### src/rtl/graphics_pkg.sv
// Shared graphics types: VRAM address width, requester ids and issue-pipeline slot.
package graphics_pkg;

   localparam int unsigned VRAM_AW = 15;
   localparam int unsigned REQ_IDW = 2;
   localparam int unsigned NUM_REQ = 3;

   typedef logic [REQ_IDW-1:0] req_id_t;

   localparam req_id_t REQ_L0  = 2'd0;
   localparam req_id_t REQ_L1  = 2'd1;
   localparam req_id_t REQ_SPR = 2'd2;

   typedef struct packed {
      logic    valid;
      req_id_t id;
   } issue_slot_t;

   // One-hot requester vector for an id; unused id encodings map to zero.
   function automatic logic [NUM_REQ-1:0] req_onehot(input req_id_t id);
      return NUM_REQ'(1) << id;
   endfunction

endpackage

### src/rtl/vram_issue_pipe.sv
// Tracks issued reads for RAM_LATENCY cycles, then emits a registered one-hot ack
// aligned with the cycle the RAM data is valid.
module vram_issue_pipe
   import graphics_pkg::*;
#(
   parameter int unsigned RAM_LATENCY = 1
) (
   input  logic               clk,
   input  logic               rst,
   input  logic               push_valid,
   input  req_id_t            push_id,
   output logic [NUM_REQ-1:0] ack
);

   issue_slot_t        stage_q [RAM_LATENCY];
   issue_slot_t        stage_d [RAM_LATENCY];
   logic [NUM_REQ-1:0] ack_q;
   logic [NUM_REQ-1:0] ack_d;

   always_comb begin
      stage_d[0].valid = push_valid;
      stage_d[0].id    = push_id;
      for (int unsigned i = 1; i < RAM_LATENCY; i++) begin
         stage_d[i] = stage_q[i-1];
      end
      ack_d = stage_q[RAM_LATENCY-1].valid ? req_onehot(stage_q[RAM_LATENCY-1].id) : '0;
   end

   always_ff @(posedge clk) begin
      if (rst) begin
         for (int unsigned i = 0; i < RAM_LATENCY; i++) begin
            stage_q[i] <= '0;
         end
         ack_q <= '0;
      end else begin
         for (int unsigned i = 0; i < RAM_LATENCY; i++) begin
            stage_q[i] <= stage_d[i];
         end
         ack_q <= ack_d;
      end
   end

   assign ack = ack_q;

endmodule

### src/rtl/vram_bus_arbiter.sv
// Shares the VRAM read port between layer 0, layer 1 and sprite fetch engines:
// fixed priority L0 > L1 > SPR, one outstanding read per requester, sprite starvation guard.
module vram_bus_arbiter
   import graphics_pkg::*;
#(
   parameter int unsigned RAM_LATENCY  = 1,
   parameter int unsigned SPR_MAX_WAIT = 8
) (
   input  logic               clk,
   input  logic               rst,
   input  logic [VRAM_AW-1:0] l0_bus_addr,
   input  logic               l0_bus_strobe,
   output logic               l0_bus_ack,
   input  logic [VRAM_AW-1:0] l1_bus_addr,
   input  logic               l1_bus_strobe,
   output logic               l1_bus_ack,
   input  logic [VRAM_AW-1:0] spr_bus_addr,
   input  logic               spr_bus_strobe,
   output logic               spr_bus_ack,
   output logic [31:0]        bus_rddata,
   output logic [VRAM_AW-1:0] ram_addr,
   output logic               ram_rden,
   input  logic [31:0]        ram_rddata
);

   localparam int unsigned WAIT_W = 4;

   logic [NUM_REQ-1:0] strobe;
   logic [NUM_REQ-1:0] eligible;
   logic [NUM_REQ-1:0] ack;
   logic [NUM_REQ-1:0] pending_q, pending_d;
   logic [VRAM_AW-1:0] ram_addr_q, ram_addr_d;
   logic               ram_rden_q, ram_rden_d;
   logic [WAIT_W-1:0]  spr_wait_cnt_q, spr_wait_cnt_d;

   logic               grant_valid;
   req_id_t            grant_id;
   logic [VRAM_AW-1:0] grant_addr;
   logic               spr_promote;

   assign strobe      = {spr_bus_strobe, l1_bus_strobe, l0_bus_strobe};
   assign eligible    = strobe & ~pending_q;
   assign spr_promote = eligible[REQ_SPR] && (spr_wait_cnt_q == WAIT_W'(SPR_MAX_WAIT));

   // Grant selection: a starved sprite jumps the queue, else fixed priority.
   always_comb begin
      grant_valid = 1'b0;
      grant_id    = REQ_L0;
      grant_addr  = l0_bus_addr;
      if (spr_promote) begin
         grant_valid = 1'b1;
         grant_id    = REQ_SPR;
         grant_addr  = spr_bus_addr;
      end else if (eligible[REQ_L0]) begin
         grant_valid = 1'b1;
         grant_id    = REQ_L0;
         grant_addr  = l0_bus_addr;
      end else if (eligible[REQ_L1]) begin
         grant_valid = 1'b1;
         grant_id    = REQ_L1;
         grant_addr  = l1_bus_addr;
      end else if (eligible[REQ_SPR]) begin
         grant_valid = 1'b1;
         grant_id    = REQ_SPR;
         grant_addr  = spr_bus_addr;
      end
   end

   always_comb begin
      ram_addr_d     = grant_valid ? grant_addr : ram_addr_q;
      ram_rden_d     = grant_valid;
      // Ack and grant never hit the same requester in one cycle (grant needs pending clear).
      pending_d      = (pending_q & ~ack) | (grant_valid ? req_onehot(grant_id) : '0);
      spr_wait_cnt_d = spr_wait_cnt_q;
      if (!spr_bus_strobe || (grant_valid && grant_id == REQ_SPR)) begin
         spr_wait_cnt_d = '0;
      end else if (eligible[REQ_SPR] && spr_wait_cnt_q != WAIT_W'(SPR_MAX_WAIT)) begin
         spr_wait_cnt_d = spr_wait_cnt_q + WAIT_W'(1);
      end
   end

   always_ff @(posedge clk) begin
      if (rst) begin
         ram_addr_q     <= '0;
         ram_rden_q     <= 1'b0;
         pending_q      <= '0;
         spr_wait_cnt_q <= '0;
      end else begin
         ram_addr_q     <= ram_addr_d;
         ram_rden_q     <= ram_rden_d;
         pending_q      <= pending_d;
         spr_wait_cnt_q <= spr_wait_cnt_d;
      end
   end

   vram_issue_pipe #(
      .RAM_LATENCY(RAM_LATENCY)
   ) u_issue_pipe (
      .clk        (clk),
      .rst        (rst),
      .push_valid (grant_valid),
      .push_id    (grant_id),
      .ack        (ack)
   );

   assign ram_addr    = ram_addr_q;
   assign ram_rden    = ram_rden_q;
   assign l0_bus_ack  = ack[REQ_L0];
   assign l1_bus_ack  = ack[REQ_L1];
   assign spr_bus_ack = ack[REQ_SPR];
   assign bus_rddata  = ram_rddata;

endmodule

### config.mk
export PLATFORM = sky130hd
export DESIGN_NAME = vram_bus_arbiter
export DESIGN_NICKNAME = d
export VERILOG_FILES = /design/src/rtl/graphics_pkg.sv /design/src/rtl/vram_issue_pipe.sv /design/src/rtl/vram_bus_arbiter.sv
export SDC_FILE = /design/constraint.sdc
export NUM_CORES = 1
export LEC_CHECK = 0
export CORE_MARGIN = 2
export CORE_UTILIZATION = 37
export DETAILED_ROUTE_END_ITERATION = 8
export MAX_ROUTING_LAYER = met4
export PLACE_DENSITY = 0.87
export SLEW_MARGIN = 20
export SYNTH_ARGS = -nofsm -noshare
export SYNTH_HDL_FRONTEND = slang
export SYNTH_SLANG_ARGS = --single-unit
### constraint.sdc
create_clock -name clk -period 4.2 [get_ports clk]
set_input_delay 0.63 -clock clk [delete_from_list [all_inputs] [get_ports clk]]
set_output_delay 0.63 -clock clk [all_outputs]
set_load 0.05 [all_outputs]
## Word-level counts from Yosys, hierarchy flattened

Memories as Yosys holds them, arrays and structs flattened.
Index checks and enable logic that the tools add are counted.

| storage, ports and cells | value |
|---|---|
| bits in registers | 26 |
| memory bits (writable) | 3 |
| output and inout bits | 51 |
| logic and storage cells | 44 |
| memories | 1 |

Memories:

| memory | words | bits a word | read ports | clocked after Yosys merged registers in | wr ports | line | text |
|---|---|---|---|---|---|---|---|
| u_issue_pipe.stage_q | 1 | 3 | 1 | 0 | 1 | vram_issue_pipe.sv:15 | `issue_slot_t stage_q [RAM_LATENCY];` |

| cells by class | value |
|---|---|
| add/sub/neg operators | 1 |
| eq/ne operators | 3 |
| shift-type cells | 2 |
| muxes and demuxes | 18 |
| bitwise logic cells | 6 |
| reductions and logical operators | 8 |

Operators by type and width:

| cell | number |
|---|---|
| two-way mux 15 bit | 4 |
| two-way mux 1 bit | 8 |
| two-way mux 2 bit | 4 |
| AND 3 bit | 2 |
| two-way mux 3 bit | 2 |
| inverter 3 bit | 2 |
| << shifter 1 x 2 -> 3 bit, first input constant | 2 |
| adder 4 x 1 -> 4 bit, second input constant | 1 |
| == test 4 bit, second input constant | 1 |
| != test 4 bit, second input constant | 1 |
| OR reduction 2 bit | 2 |
| logical AND 1 bit | 3 |
| bitwise OR 3 bit | 1 |
| OR reduction 3 bit | 1 |
| == test 2 bit, second input constant | 1 |
| zero test 1 bit | 1 |
| logical OR 1 bit | 1 |
| inverter 1 bit | 1 |

## Logic depth before layout (Yosys ltp)

Gate-level depths: netlist of the first run.

| depth | value |
|---|---|
| word-level depth | 10 |
| mapped depth | 7 |
| mapped depth without buffers | 6 |

## Hierarchy

A second synthesis of the first run with hierarchy kept.

| unflattened totals | value |
|---|---|
| cell total of the unflattened synthesis | 184 |
| area total of the unflattened synthesis | 1706.6 µm² |

Modules (own cells, without submodules):

| module | instances | cells an instance | area each (µm²) |
|---|---|---|---|
| vram_bus_arbiter | 1 | 172 | 1520.2 |
| vram_issue_pipe | 1 | 12 | 186.4 |

## Least setup slack after synthesis of the first run

No wires, ideal clock.

| path | value |
|---|---|
| path type | input -> register |
| start | input port l0_bus_strobe |
| end | register ram_addr_q[3] (netlist: ram_addr[3]) |
| library setup time | 139 ps |
| arrival time | 1660 ps |
| required time | 4061 ps |
| path slack | 2400 ps |
| cell stages on the path | 7 |
| cell sequence | nor2b_1 buf_6 or3_1 buf_2 buf_2 nor2_1 a311oi_2 |

| on the way | value |
|---|---|
| cells in the longest elaborated chain, start to end | 3 |
| elaborated cells on any way between the ends | 5 |
| those cells by class | mux: 4; bitwise: 1 |

RTL lines:

| what | line | text |
|---|---|---|
| start, declared | vram_bus_arbiter.sv:12 | `input logic l0_bus_strobe,` |
| AND 3 bit * | vram_bus_arbiter.sv:42 | `assign eligible = strobe & ~pending_q;` |
| two-way mux 15 bit / two-way mux 1 bit (equally long branches) | vram_bus_arbiter.sv:54 | `end else if (eligible[REQ_L0]) begin` |
| two-way mux 15 bit / two-way mux 1 bit (equally long branches) | vram_bus_arbiter.sv:50 | `if (spr_promote) begin` |
| end signal, assigned | vram_bus_arbiter.sv:89 | `ram_addr_q <= ram_addr_d;` |
| end, declared | vram_bus_arbiter.sv:32 | `logic [VRAM_AW-1:0] ram_addr_q, ram_addr_d;` |

Every way passes the cells marked *; elsewhere a longest branch is shown, timed or not.
A chain may end at the register's enable or synchronous reset.

## Worst setup path after layout of the first run

| path | value |
|---|---|
| start | input port spr_bus_strobe |
| end | register ram_addr_q[3] (netlist: ram_addr[3]) |

| on the way | value |
|---|---|
| cells in the longest elaborated chain, start to end | 5 |
| elaborated cells on any way between the ends | 10 |
| those cells by class | mux: 8; bitwise: 1; reduce/logical: 1 |

RTL lines:

| what | line | text |
|---|---|---|
| start, declared | vram_bus_arbiter.sv:18 | `input logic spr_bus_strobe,` |
| AND 3 bit * | vram_bus_arbiter.sv:42 |  |
| two-way mux 15 bit / two-way mux 1 bit (equally long branches) | vram_bus_arbiter.sv:62 | `end else if (eligible[REQ_SPR]) begin` |
| two-way mux 15 bit / two-way mux 1 bit (equally long branches) | vram_bus_arbiter.sv:58 | `end else if (eligible[REQ_L1]) begin` |
| two-way mux 15 bit / two-way mux 1 bit (equally long branches) | vram_bus_arbiter.sv:54 |  |
| two-way mux 15 bit / two-way mux 1 bit (equally long branches) | vram_bus_arbiter.sv:50 |  |

Marks and branches as above.

==> impl_summary.txt, run 1 <==
----------------------------------------------------
[Floorplanning]
  Y dimension of the die ... 72.7 µm
  Initial core utilization ... 39.3%
  Number of placement rows ... 24
  Boundary Pins ... 133
  Full die area ... 5290 µm²
  Std-Cell Core Area ... 4440 µm²
  Die extent in x ... 72.7 µm

[Critical path]
  Maximum net fanout on the critical path ... 31
  Worst-case reg-to-reg path depth ... 6
  Worst endpoint data arrival time ... 2470 ps
  Worst path max stage delay ... 780 ps
  Family of cells with the greatest summed delay on the critical path ... simple AND/OR/NAND/NOR gates
  Number of buffer and inverter instances along the worst setup path ... 2
  Worst setup slack for register-to-register paths ... 2280 ps
  Critical Path Slowest Stage Cell ... sky130_fd_sc_hd__or3_2
  Class of the most critical setup path ... in -> reg
  Startpoint Class ... primary input
  Sequence of cells on the critical path ... clkdlybuf4s50_1 > nor2b_2 > buf_4 > or3_2 > nor2_1 > a311oi_2
  Instance count on the critical path ... 6
  CP endpoint kind ... register
  Data required time at the worst endpoint ... 4320 ps

[Cells and area]
  Area used by multi-input combinational logic ... 848 µm²
  Footprint of the flip-flops and latches ... 561 µm²
  Design Area, Final ... 2240 µm²
  Ratio of cells with drive above 1 in the final layout ... 6.75%
  Most common cell after layout, fill and taps aside ... sky130_fd_sc_hd__clkdlybuf4s50_1
  Final net count ... 322
  Most frequent cells in the layout ... sky130_fd_sc_hd__clkdlybuf4s50_1 (68), sky130_fd_sc_hd__dfxtp_1 (28), sky130_fd_sc_hd__nor2_1 (21)
  Diode insertion count for antenna repair ... 0
  Area growth from synthesis to layout ... 28.2%
  Count of filler cells inserted in the layout ... 417

[Detailed routing]
  Number of vias in the routed layout ... 1509
  Total routed wirelength ... 4.15 mm
  1st-pass router iterations ... 4
  Count of antenna-violating nets left after detailed routing ... 0
  DRC violations left ... 0
  Mean number of vias per cell ... 5.22
  Post-detailed-route wirelength per cell ... 14.4 µm
  Number of violations reported at the end of detailed-routing iteration 0 ... 38

[Clocking]
  Number of buffers created by CTS ... 3
  Clock transition at the registers of the reported paths ... 100 ps
  Level count of the clock H-tree ... 1
  Buffers inserted by post-CTS timing repair ... 0
  Worst skew pair latency ... 270 ps
  Number of clock sinks ... 28
  TritonCTS clock tree ... built
  Clk root buf ... sky130_fd_sc_hd__clkbuf_8
  Clock buffer depth ... 2
  Resize count post-CTS ... 0
  Number of buffers added to fix hold violations after cts ... 0

[Placement]
  Post-detailed-placement half-perimeter wirelength ... 2.87 mm
  Port Buffer Count ... 68
  Area after detailed placement ... 2180 µm²
  Routability congestion estimate ... 0.803

[STA]
  Worst slew pin tran ... 998 ps
  Maximum clock frequency ... 426 MHz
  RSZ-0062 raised after global routing ... false
  Headroom to the max-slew limit ... 33.3%
  Final slew viol count ... 0
  Setup Skew ... 3.78 ps
  Number of endpoints failing setup at the final stage ... 0
  Portion of the clock cycle consumed by the worst path in the final layout ... 55.9%
  Setup TNS ... 0 ps
  Final critical-path required period ... 2350 ps
  Endpoints failing hold ... 0
  Worst hold margin ... 445 ps

[Power]
  Max IR drop VDD ... 136 µV
  Cell leakage power ... 0.000789 µW
  Power Dens Cells ... 315 nW/µm²
  Design Power ... 706 µW

[Run status]
  Run status ... complete, no violations

[Yosys]
  Post-Syn Nets ... 295
  Synthesized area per cell ... 8.28 µm²
  Cell area after technology mapping ... 1750 µm²
  Gate Count Post-Synth ... 211
  Cell variety after synth ... 28
  Seq/Total Area, Yosys ... 32.1%
  Seq cells post-synth ... 28
  Count of yosys warnings during synthesis ... 0

[Global routing]
  Pin count of the biggest net entering global routing ... 35
  Number of antenna violations at the first check in global routing ... 0
  GR Overflow Total ... 0
  Total routing resource utilization after global routing ... 15.9%
  Global-route wire length before repair ... 6.44 mm
  Vias in the first global route ... 1423

[Min path]
  Instance count along the most critical hold path ... 1
  Worst min-delay path class ... reg -> reg

[Job]
  Max cap viols ... 0

----------------------------------------------------
layer usage:
| layer | global-route usage [%] | up-vias | share of wire, % |
|---|---|---|---|
| li1 | - | 745 | - |
| met4 | 6.58 | 0 | 1.9 |
| met3 | 3.18 | 10 | 7.7 |
| met2 | 25.6 | 71 | 45 |
| met5 | - | - | 0 |
| met1 | 19.4 | 683 | 45 |
synth_stat cells (all sizes together):
library cell  count  area, µm²
a211o             1       8.76
a21oi             5       25.0
a311oi           15        169
and2             15       93.8
and3b             1       8.76
buf              40        299
clkbuf            8       30.0
dfxtp            28        561
ha                2       25.0
inv               4       15.0
nand2             7       26.3
nand2b            3       18.8
nand3            16       80.1
nand3b            1       7.51
nand4             1       6.26
nor2             21       78.8
nor2b             5       31.3
nor3b            15        113
nor4b             1       8.76
nor4bb            2       20.0
o21ai            16       91.3
or3               2       12.5
xnor2             1       8.76
xor2              1       8.76
worst paths after layout:
kind	end	startpoint
hold reg to reg	u_issue_pipe.ack[1]$_SDFF_PP0_	u_issue_pipe.stage_q[0][1]$_SDFF_PP0_
setup reg to reg	ram_addr[3]$_SDFFE_PP0P_	spr_wait_cnt_q[0]$_SDFFE_PP0P_
setup / recovery	ram_addr[3]$_SDFFE_PP0P_	spr_bus_strobe
hold / removal	u_issue_pipe.ack[1]$_SDFF_PP0_	u_issue_pipe.stage_q[0][1]$_SDFF_PP0_
cell type report:
cell class / instances / area share (%)
Clock buffer: 4 / 2.46
Timing Repair Buffer: 70 / 31.1
Multi-Input combinational cell: 131 / 37.9
Sequential cell: 28 / 25.0
Tap cell: 52 / 2.91
Inverter: 4 / 0.670
where the power goes:
part	switching [µW]	total [µW]	internal, µW	leakage (µW)
combinational	133	239	106	0.000530
clock	83.8	168	83.9	0.0000288
sequential	12.2	300	288	0.000231
total	229	706	477	0.000789
state kept, by name (all words and copies together), names as in the netlist:
signal	count
u_issue_pipe.stage_q	2
ram_rden	1
ram_addr	15
spr_wait_cnt_q	4
pending_q	3
u_issue_pipe.ack	3
through the flow:
stage	util, %	setup WS (ps)	cells
2_1_floorplan	-	2400	211
6_report	50.4	1850	289
4_1_cts	50.4	1590	289
5_1_grt	50.4	1720	289
3_3_place_gp	49.1	1400	285
3_5_place_dp	49.1	1290	285
logic make-up (layout without fill, tap and decap cells):
| family | after synthesis | after routing | share of synthesized area, % |
|---|---|---|---|
| simple gates | 90 | 90 | 28.9 |
| compound gates | 37 | 37 | 16.8 |
| buf+inv | 52 | 78 | 19.7 |
| xor+xnor | 2 | 2 | 1.00 |
| fa+ha+maj | 2 | 2 | 1.43 |
| flops | 28 | 28 | 32.1 |
(Power assumes the default switching activity.)
==> inputs of run 2 (changes only) <==
--- a/config.mk
+++ b/config.mk
@@ -6,10 +6,10 @@
 export NUM_CORES = 1
 export LEC_CHECK = 0
 export CORE_MARGIN = 2
-export CORE_UTILIZATION = 37
+export CORE_UTILIZATION = 34
 export DETAILED_ROUTE_END_ITERATION = 8
 export MAX_ROUTING_LAYER = met4
-export PLACE_DENSITY = 0.87
+export PLACE_DENSITY = 0.81
 export SLEW_MARGIN = 20
 export SYNTH_ARGS = -nofsm -noshare
 export SYNTH_HDL_FRONTEND = slang
==> constraint.sdc (replaced) <==
create_clock -name clk -period 2.35 [get_ports clk]
set_input_delay 0.3525 -clock clk [delete_from_list [all_inputs] [get_ports clk]]
set_output_delay 0.3525 -clock clk [all_outputs]
set_load 0.05 [all_outputs]
==> run 2 against run 1 <==
  * Critical path depth unchanged
  * Clock-buffer cell count decreased by 1
  * Global-route usage decreased by 0.11 points
  * Non-clock buffer count increased by 4
  * Sequential power increased by 79%
  * Routed wire length increased by 1.8%
  * Final cell count increased by 7.3%
  * Sequential share of layout area decreased by 0.41 points
  * First-iteration DRC count increased by 26%
  * Highest routed layer unchanged
  * Worst setup slack got worse by 1400 ps
  * Worst hold slack improved by 2.7 ps
  * Largest power group unchanged
==> impl_summary.txt, run 2 (synthesis gave the netlist of run 1 again) <==
----------------------------------------------------
[Placement]
  Routability congestion estimate ... 0.723 (-10%)
  Cell Count Post-Placement ... 307 (+7.7%)
  Port Buffer Count ... 68 (unchanged)
  Post-detailed-placement half-perimeter wirelength ... 3.07 mm (+7.0%)

[Min path]
  Origin of the worst min-delay path ... u_issue_pipe.stage_q[0][0]$_SDFF_PP0_
  Endpoint of the worst hold-timing path ... u_issue_pipe.ack[2]$_SDFF_PP0_
  Instance count along the most critical hold path ... 1 (unchanged)
  Worst min-delay path class ... reg -> reg

[Floorplanning]
  Die extent in x ... 75.7 µm (+4.1%)
  Std-Cell Core Area ... 5040 µm² (+13%)
  Full die area ... 5730 µm² (+8.3%)
  Boundary Pins ... 133 (unchanged)
  Y dimension of the die ... 75.7 µm (+4.1%)
  Number of placement rows ... 26 (+8.3%)
  Initial core utilization ... 34.6% (-4.7 points)

[STA]
  RSZ-0062 raised after global routing ... false
  Headroom to the max-slew limit ... 53.1% (+20 points)
  Maximum clock frequency ... 540 MHz
  Endpoints failing hold ... 0 (unchanged)
  Final slew viol count ... 0 (unchanged)
  Final critical-path required period ... 1850 ps
  Portion of the clock cycle consumed by the worst path in the final layout ... 78.8%
  Number of endpoints failing setup at the final stage ... 0 (unchanged)
  Worst slew pin tran ... 704 ps (-294 ps)
  Worst hold margin ... 448 ps (+2.71 ps)
  Setup TNS ... 0 ps (unchanged)
  Setup Skew ... 3.85 ps (+0.0690 ps)

[Detailed routing]
  Total routed wirelength ... 4.23 mm (+1.8%)
  Number of vias in the routed layout ... 1524 (+0.99%)
  Number of violations reported at the end of detailed-routing iteration 0 ... 48 (+26%)
  DRC violations left ... 0 (unchanged)
  Count of antenna-violating nets left after detailed routing ... 0 (unchanged)
  1st-pass router iterations ... 4 (unchanged)
  Post-detailed-route wirelength per cell ... 13.6 µm (-5.1%)
  Mean number of vias per cell ... 4.92 (-5.8%)

[Critical path]
  Data required time at the worst endpoint ... 2530 ps (-1790 ps)
  Origin of the critical flop-to-flop path ... spr_wait_cnt_q[0]$_SDFFE_PP0P_
  CP endpoint kind ... register
  Class of the most critical setup path ... reg -> reg
  Maximum net fanout on the critical path ... 17 (-45%)
  Worst-case reg-to-reg path depth ... 6 (unchanged)
  Startpoint Class ... register
  Worst setup slack for register-to-register paths ... 500 ps (-1780 ps)
  Worst reg2reg path endpoint ... ram_addr[9]$_SDFFE_PP0P_
  Worst endpoint data arrival time ... 2030 ps (-440 ps)

[Global routing]
  Global-route wire length before repair ... 6.71 mm (+4.2%)
  GR Overflow Total ... 0 (unchanged)
  Total routing resource utilization after global routing ... 15.8% (-0.11 points)
  Pin count of the biggest net entering global routing ... 32 (-8.6%)
  Vias in the first global route ... 1491 (+4.8%)
  Number of antenna violations at the first check in global routing ... 0 (unchanged)

[Clocking]
  Clk root buf ... sky130_fd_sc_hd__clkbuf_8
  Number of buffers created by CTS ... 3 (unchanged)
  Level count of the clock H-tree ... 1 (unchanged)
  Clock buffer depth ... 2 (unchanged)
  Resize count post-CTS ... 0 (unchanged)
  Worst skew pair latency ... 270 ps (about the same)
  Clock transition at the registers of the reported paths ... 90 ps (about the same)
  Buffers inserted by post-CTS timing repair ... 0 (unchanged)
  TritonCTS clock tree ... built
  Number of clock sinks ... 28 (unchanged)
  Number of buffers added to fix hold violations after cts ... 0 (unchanged)

[Cells and area]
  Final net count ... 326 (+1.2%)
  Diode insertion count for antenna repair ... 0 (unchanged)
  Final standard cell utilization of the core ... 45.2% (-5.2 points)
  Ratio of cells with drive above 1 in the final layout ... 7.50% (+0.75 points)
  Max reg flops ... 15 (unchanged)
  Count of filler cells inserted in the layout ... 472 (+13%)
  Cell Count, Final, Fillers Out ... 310 (+7.3%)
  Most frequent cells in the layout ... sky130_fd_sc_hd__clkdlybuf4s50_1 (68), sky130_fd_sc_hd__dfxtp_1 (28), sky130_fd_sc_hd__nor2_1 (21)
  Area growth from synthesis to layout ... 30.4%
  Most common cell after layout, fill and taps aside ... sky130_fd_sc_hd__clkdlybuf4s50_1

[Power]
  Max IR drop VDD ... 310 µV (+130%)
  Cell leakage power ... 0.000801 µW (+1.5%)
  Power Dens Cells ... 540 nW/µm² (+71%)

[Job]
  Max cap viols ... 0 (unchanged)

[Run status]
  Run status ... complete, no violations

----------------------------------------------------
## run 2: cell types whose count changed in the layout (fill, tap and decap cells not counted)
cell                       previous run  this run
sky130_fd_sc_hd__buf_4                2         6
sky130_fd_sc_hd__clkbuf_8             4         3
sky130_fd_sc_hd__or3_1                1         2
sky130_fd_sc_hd__or3_2                1         0
## run 2: worst max-delay path, cell delays in order (launching register included)
cell and delay, ps:
sky130_fd_sc_hd__dfxtp_1 370, sky130_fd_sc_hd__inv_1 80, sky130_fd_sc_hd__ha_1 210, sky130_fd_sc_hd__and3b_1 190, sky130_fd_sc_hd__nand2_1 410, sky130_fd_sc_hd__o21ai_0 180, sky130_fd_sc_hd__a311oi_1 310
## run 2: area by class of cell
class	count	area [µm²]	area share (%)
Sequential cell	28	561	24.6
Timing Repair Buffer	74	726	31.9
Multi-Input combinational cell	131	847	37.2
Tap cell	70	87.6	3.85
Clock buffer	3	41.3	1.81
Inverter	4	15.0	0.659
## run 2: metal layers
metal  track usage [%]  part of all wire, %  routed length, µm  up-vias
li1                  -                    -                  -      758
met1              18.1                   44               1870      695
met2              27.2                   48               2020       61
met3              2.78                  6.1                256       10
met4              6.24                  1.7                 72        0
met5                 -                    0                  0        -
## run 2: through the flow
stage,worst slack [ps],power [µW],area (µm²)
global route,293,1290,2280
detailed placement,286,982,2240
floorplan,797,958,1750
finish,498,1230,2280
CTS,516,1240,2280
global placement,391,976,2240
## run 2: worst max path at each step
stage | cells past startpoint | slack, ps | from | endpoint
final | 6 | 500 | spr_wait_cnt_q[0]$_SDFFE_PP0P_ | ram_addr[9]$_SDFFE_PP0P_
after global routing | 6 | 290 | spr_wait_cnt_q[0]$_SDFFE_PP0P_ | ram_addr[9]$_SDFFE_PP0P_
after CTS | 6 | 520 | spr_wait_cnt_q[0]$_SDFFE_PP0P_ | ram_addr[9]$_SDFFE_PP0P_
after detailed placement | 5 | 290 | l1_bus_strobe | ram_addr[9]$_SDFFE_PP0P_
after global placement | 5 | 390 | l1_bus_strobe | ram_addr[6]$_SDFFE_PP0P_
after floorplan | 7 | 800 | spr_wait_cnt_q[0]$_SDFFE_PP0P_ | ram_addr[10]$_SDFFE_PP0P_
## run 2: power breakdown
| group | switching, µW | internal (µW) |
|---|---|---|
| clock network | 145 | 115 |
| registers | 22.0 | 514 |
| logic | 239 | 194 |
| total | 406 | 823 |
